**config.mk**
```make
export PLATFORM = sky130hd
export DESIGN_NAME = mult_arbiter
export DESIGN_NICKNAME = d
export VERILOG_FILES = /design/src/rtl/mult_arbiter.sv
export SDC_FILE = /design/constraint.sdc
export NUM_CORES = 1
export LEC_CHECK = 0
export CORE_MARGIN = 10
export CORE_UTILIZATION = 42
export CTS_CLUSTER_SIZE = 25
export DETAILED_ROUTE_END_ITERATION = 8
export PLACE_DENSITY = 0.84
export SLEW_MARGIN = 20
export SYNTH_ARGS = -nofsm -noshare
export SYNTH_HDL_FRONTEND = slang
export SYNTH_SLANG_ARGS = --single-unit
```
**constraint.sdc**
```tcl
create_clock -name clk -period 1.9 [get_ports clk]
set_clock_uncertainty 0.1 [all_clocks]
set_input_delay 0.19 -clock clk [delete_from_list [all_inputs] [get_ports clk]]
set_output_delay 0.19 -clock clk [all_outputs]
set_load 0.01 [all_outputs]
```
**src/rtl/mult_arbiter.sv**
```systemverilog
// Two-requester front end for a shared multi-cycle multiplier.
// Requests are arbitrated round-robin in IDLE. The winner's operands are latched
// and driven to the multiplier, and the result is returned as a one-cycle strobe.
// A bounded wait turns a hung multiplier into an error response plus a clear pulse.
module mult_arbiter #(
    parameter int WIDTH   = 16,
    parameter int TIMEOUT = 64
) (
    input  logic             clk,
    input  logic             rst,
    input  logic [1:0]       req,
    input  logic [WIDTH-1:0] opa0,
    input  logic [WIDTH-1:0] opb0,
    input  logic [WIDTH-1:0] opa1,
    input  logic [WIDTH-1:0] opb1,
    output logic [1:0]       ack,
    output logic [1:0]       rsp_valid,
    output logic [WIDTH-1:0] rsp_data,
    output logic             rsp_err,
    output logic             busy,
    output logic [WIDTH-1:0] mul_a,
    output logic [WIDTH-1:0] mul_b,
    output logic             mul_start,
    output logic             mul_clr,
    input  logic             mul_done,
    input  logic [WIDTH-1:0] mul_out
);

    typedef enum logic [2:0] {
        IDLE  = 3'd0,
        SETUP = 3'd1,
        START = 3'd2,
        WAIT  = 3'd3,
        RESP  = 3'd4,
        ABORT = 3'd5
    } state_t;

    // The counter holds the number of completed WAIT cycles, so the TIMEOUT-th
    // WAIT cycle is the one on which the counter reads TIMEOUT-1.
    localparam logic [7:0] CNT_LAST = 8'(TIMEOUT - 1);

    state_t           state_reg, state_next;
    logic             id_reg;
    logic             last_reg;
    logic [7:0]       cnt_reg;
    logic [WIDTH-1:0] mul_a_reg, mul_b_reg;
    logic [WIDTH-1:0] rsp_data_reg;

    logic             grant;
    logic             winner;
    logic             load_rsp;
    logic             zero_rsp;
    logic             cnt_clr;
    logic             cnt_inc;

    assign mul_a    = mul_a_reg;
    assign mul_b    = mul_b_reg;
    assign rsp_data = rsp_data_reg;

    // Round-robin pick: a lone request wins outright; on a tie, the requester not served last wins.
    always_comb begin
        winner = 1'b0;
        if (req == 2'b11) begin
            winner = ~last_reg;
        end else begin
            winner = req[1];
        end
    end

    // State register.
    always_ff @(posedge clk or negedge rst) begin
        if (!rst) begin
            state_reg <= IDLE;
        end else begin
            state_reg <= state_next;
        end
    end

    // Next-state logic, plus one-cycle strobes decoded from the current state.
    always_comb begin
        state_next = state_reg;
        ack        = 2'b00;
        rsp_valid  = 2'b00;
        rsp_err    = 1'b0;
        mul_start  = 1'b0;
        mul_clr    = 1'b0;
        busy       = 1'b1;
        grant      = 1'b0;
        load_rsp   = 1'b0;
        zero_rsp   = 1'b0;
        cnt_clr    = 1'b0;
        cnt_inc    = 1'b0;
        case (state_reg)
            IDLE: begin
                busy = 1'b0;
                if (|req) begin
                    grant      = 1'b1;
                    state_next = SETUP;
                end
            end
            SETUP: begin
                ack[id_reg] = 1'b1;
                state_next  = START;
            end
            START: begin
                mul_start  = 1'b1;
                cnt_clr    = 1'b1;
                state_next = WAIT;
            end
            WAIT: begin
                cnt_inc = 1'b1;
                // Completion on the final allowed cycle still counts as success.
                if (mul_done) begin
                    load_rsp   = 1'b1;
                    state_next = RESP;
                end else if (cnt_reg == CNT_LAST) begin
                    zero_rsp   = 1'b1;
                    state_next = ABORT;
                end
            end
            RESP: begin
                rsp_valid[id_reg] = 1'b1;
                state_next        = IDLE;
            end
            ABORT: begin
                mul_clr           = 1'b1;
                rsp_valid[id_reg] = 1'b1;
                rsp_err           = 1'b1;
                state_next        = IDLE;
            end
            default: begin
                state_next = IDLE;
            end
        endcase
    end

    // Datapath registers: grant capture, timeout counter, and response data.
    always_ff @(posedge clk or negedge rst) begin
        if (!rst) begin
            id_reg       <= 1'b0;
            last_reg     <= 1'b1;
            cnt_reg      <= 8'd0;
            mul_a_reg    <= '0;
            mul_b_reg    <= '0;
            rsp_data_reg <= '0;
        end else begin
            if (grant) begin
                id_reg    <= winner;
                last_reg  <= winner;
                mul_a_reg <= winner ? opa1 : opa0;
                mul_b_reg <= winner ? opb1 : opb0;
            end
            if (cnt_clr) begin
                cnt_reg <= 8'd0;
            end else if (cnt_inc && (cnt_reg != 8'hff)) begin
                cnt_reg <= cnt_reg + 8'd1;
            end
            if (load_rsp) begin
                rsp_data_reg <= mul_out;
            end else if (zero_rsp) begin
                rsp_data_reg <= '0;
            end
        end
    end

endmodule

```
==> summary.md <==
| Metric | Value |
|---|---|
| Tmin final | `1860 ps` |
| Crit path capture type | `output port` |
| Worst reg2reg path startpoint | `state_reg[0]$_DFFE_PN0P_` |
| First-pass GRT wire length | `14900 microns` |
| WL/cell | `18.1 microns` |
| Clock transition at path regs | `60 ps` |
| Clock Path Buffers | `2` |
| Syn nets | `337` |
| Ports | `141` |
| Synth Area in Compound Gates | `12.6%` |
| Fin. Hold Viols | `0` |
| Worst Path Max Fanout | `8` |
| Hold/Removal Path Class | `input port to asynchronous set/reset pin` |
| Max-Cap Viols | `0` |
| Layout cells sized above 1 | `26.8%` |
| Max Slew Vio Count | `0` |
| Met2 usage | `29.9%` |
| Post-DP HPWL | `7270 microns` |
| M3 GR Usage | `4.89%` |
| Simple-Gate Fraction of Synth Area | `7.84%` |
| DIE WIDTH | `106 microns` |
| CORE AREA | `7210 sq um` |
| Most used routing layer | `met2` |
| Util after Layout | `68.0%` |
| Pwr dens | `1410 nW/um^2` |
| Netlist cell types | `48` |
| Final antenna-violating net count | `0` |
| Worst EP arrival | `1570 ps` |
| Synth Instances | `251` |
| Fraction of registers with async set/reset | `100%` |
| Commonest non-fill, non-tap cell in the layout | `clkdlybuf4s50_1` |
| Critical path launch point type | `flop` |
| Synth-to-Final Area Change | `57.7%` |
| Register area share after synthesis | `49.1%` |
| DR vias | `2551` |
| Rows | `31` |
| Die ar. | `11200 sq um` |
| Top_reg_cell synth | `dfrtp_1` |
| WL final | `9250 microns` |
| Required @ worst endpoint | `1610 ps` |
| Post-synth EDFFs | `0` |
| Largest family of logic cells by synthesized area | `multiplexers` |
| Root Driver | `clkbuf_8` |
| Syn avg cell area | `12.4 sq um` |
| Cell family contributing the most delay on the critical path | `buffers and inverters` |
| Slew HR | `57.3%` |
| Slowest cell on crit path | `dfrtp_2` |
| H-tree levels | `3` |
| Final setup violation count | `0` |
| Reg2Reg Depth | `4` |
| Cell count along the critical path | `4` |
| Fmax achieved | `536 MHz` |
| Final Wtd Congestion | `0.847` |
| R2R setup slack | `130 ps` |
| Status | `finished, final reports clean` |
| Crit-path cells | `buf_4 > nand2b_1 > nor2_1 > dlygate4sd2_1` |
| Cts bufs inserted | `9` |
| Inst Count DP | `491` |
| GRT Total Usage | `16.6%` |
| ANT cells | `0` |
| Leak | `0.00212 uW` |
| # DRC | `0` |
| CP max stage delay | `450 ps` |
| I/O Buffers | `140` |
| Met1 usage | `17.7%` |
| Mux contribution to synthesized area | `24.4%` |
| CP Class | `flop to output port` |
| Synth warnings | `0` |
| Reg-to-Reg End | `rsp_data[7]$_DFFE_PN0P_` |
| Max VDD drop | `735 uV` |
| Initial antenna violation count | `0` |
| Most frequent cells in the layout | `133 x clkdlybuf4s50_1, 58 x dfrtp_1, 54 x mux2_2` |
| Drt pass-1 iters | `4` |
| Worst-skew pair later-pin latency | `330 ps` |
| Cell area after synthesis | `3110 sq um` |
| XOR/XNOR Fraction of Synth Area | `0%` |
| Vias in the first global route | `2787` |
| Initial drt markers | `71` |
| Initial Util | `43.1%` |
| Worst Path Buf+Inv | `2` |
| Total grt overflow | `0` |
| Synth Area in Adders | `0.402%` |
| Final Instance Count excl. Fillers | `510` |
| Slew @ Worst Pin | `639 ps` |
| CTS tree | `yes` |
| Chip Height | `106 microns` |
| Worst setup path startpoint | `state_reg[2]$_DFFE_PN0P_` |
| NumNets Final | `494` |
| Largest net degree at the start of global routing | `30` |
| Via density | `5.00` |
| Final period util | `98.1%` |
| Synth Register Bits | `61` |
| Clock sinks | `61` |
-- cell families (layout without fill, tap and decap cells) --
| kind of cell | count (synthesis) | count (layout) |
|---|---|---|
| AOI/OAI and AO/OA | 58 | 58 |
| adders and majority gates | 1 | 1 |
| buffers and inverters | 33 | 193 |
| DFF | 61 | 61 |
| muxes | 64 | 64 |
| and+or+nand+nor | 34 | 34 |
-- power breakdown --
group	switching, uW	leakage, uW	internal [uW]	total, uW
clock	473	0.0000881	526	999
combinational	1430	0.00131	2170	3600
sequential	407	0.000713	1900	2310
total	2310	0.00212	4590	6910
-- layer usage --
layer	share of wire [%]	wire, microns	vias to the layer above
met5	0	0	-
met4	1.8	163	0
met3	6.1	568	11
met2	54	5000	79
met1	38	3520	1234
li1	-	-	1227
-- worst max path at each step --
stage,slack (ps),end
floorplan,240,mul_a[0]$_DFFE_PN0P_
global placement,-8,mul_b[13]$_DFFE_PN0P_
detailed placement,-20,mul_a[6]$_DFFE_PN0P_
CTS,0.06,rsp_err
global route,-20,mul_start
finish,40,mul_start
-- metrics by stage --
step / area [sq um] / hold WS, ps / setup TNS (ps) / total power (uW) / worst slack (ps)
after floorplan: 3110 / -206 / 0 / 4120 / 236
final: 4910 / 262 / 0 / 6910 / 35.9
after global placement: 4700 / 82.5 / -47.2 / 5800 / -7.56
after detailed placement: 4700 / 83.4 / -216 / 5900 / -23.9
after CTS: 4890 / 252 / 0 / 6940 / 0.0581
after global routing: 4910 / 290 / -24.8 / 7350 / -24.8
-- final cells by class --
type,count,area (sq um)
sequential,61,1530
fill,551,2310
timing repair buffer,161,1600
tap,99,124
inverter,18,67.6
clock inverter,2,10.0
multi-input combinational,157,1420
clock buffer,12,155
-- synthesized netlist by cell type, types with 2 or more instances --
cell | number | area, sq um
dfrtp_1 | 60 | 1500
mux2_2 | 54 | 608
o21ai_0 | 19 | 95.1
inv_1 | 17 | 63.8
a22oi_1 | 16 | 120
mux2_4 | 10 | 150
buf_2 | 6 | 30.0
nand2_1 | 6 | 22.5
a21oi_1 | 5 | 25.0
a31oi_1 | 4 | 25.0
and2_1 | 3 | 18.8
and4b_1 | 3 | 30.0
buf_8 | 3 | 45.0
clkbuf_1 | 3 | 11.3
nor2_1 | 3 | 11.3
nor2b_1 | 3 | 18.8
a221o_1 | 2 | 20.0
and3_1 | 2 | 12.5
and3b_1 | 2 | 17.5
nor3b_1 | 2 | 15.0
-- repair_timing --
action,CTS,global route
endpoints found under the hold margin,17,0
buffers inserted,2,2
endpoints found under the setup margin,8,5
hold buffers,1,0
pin swaps,1,0
gates resized for setup,9,1
-- worst reg2reg max path, cell delays in order, from the launching register on --
cell	delay, ps
dfrtp_1	440
buf_4	240
and4b_1	640
a22oi_1	130
o21ai_0	130
No activity file was read; power rests on OpenSTA's default activity.
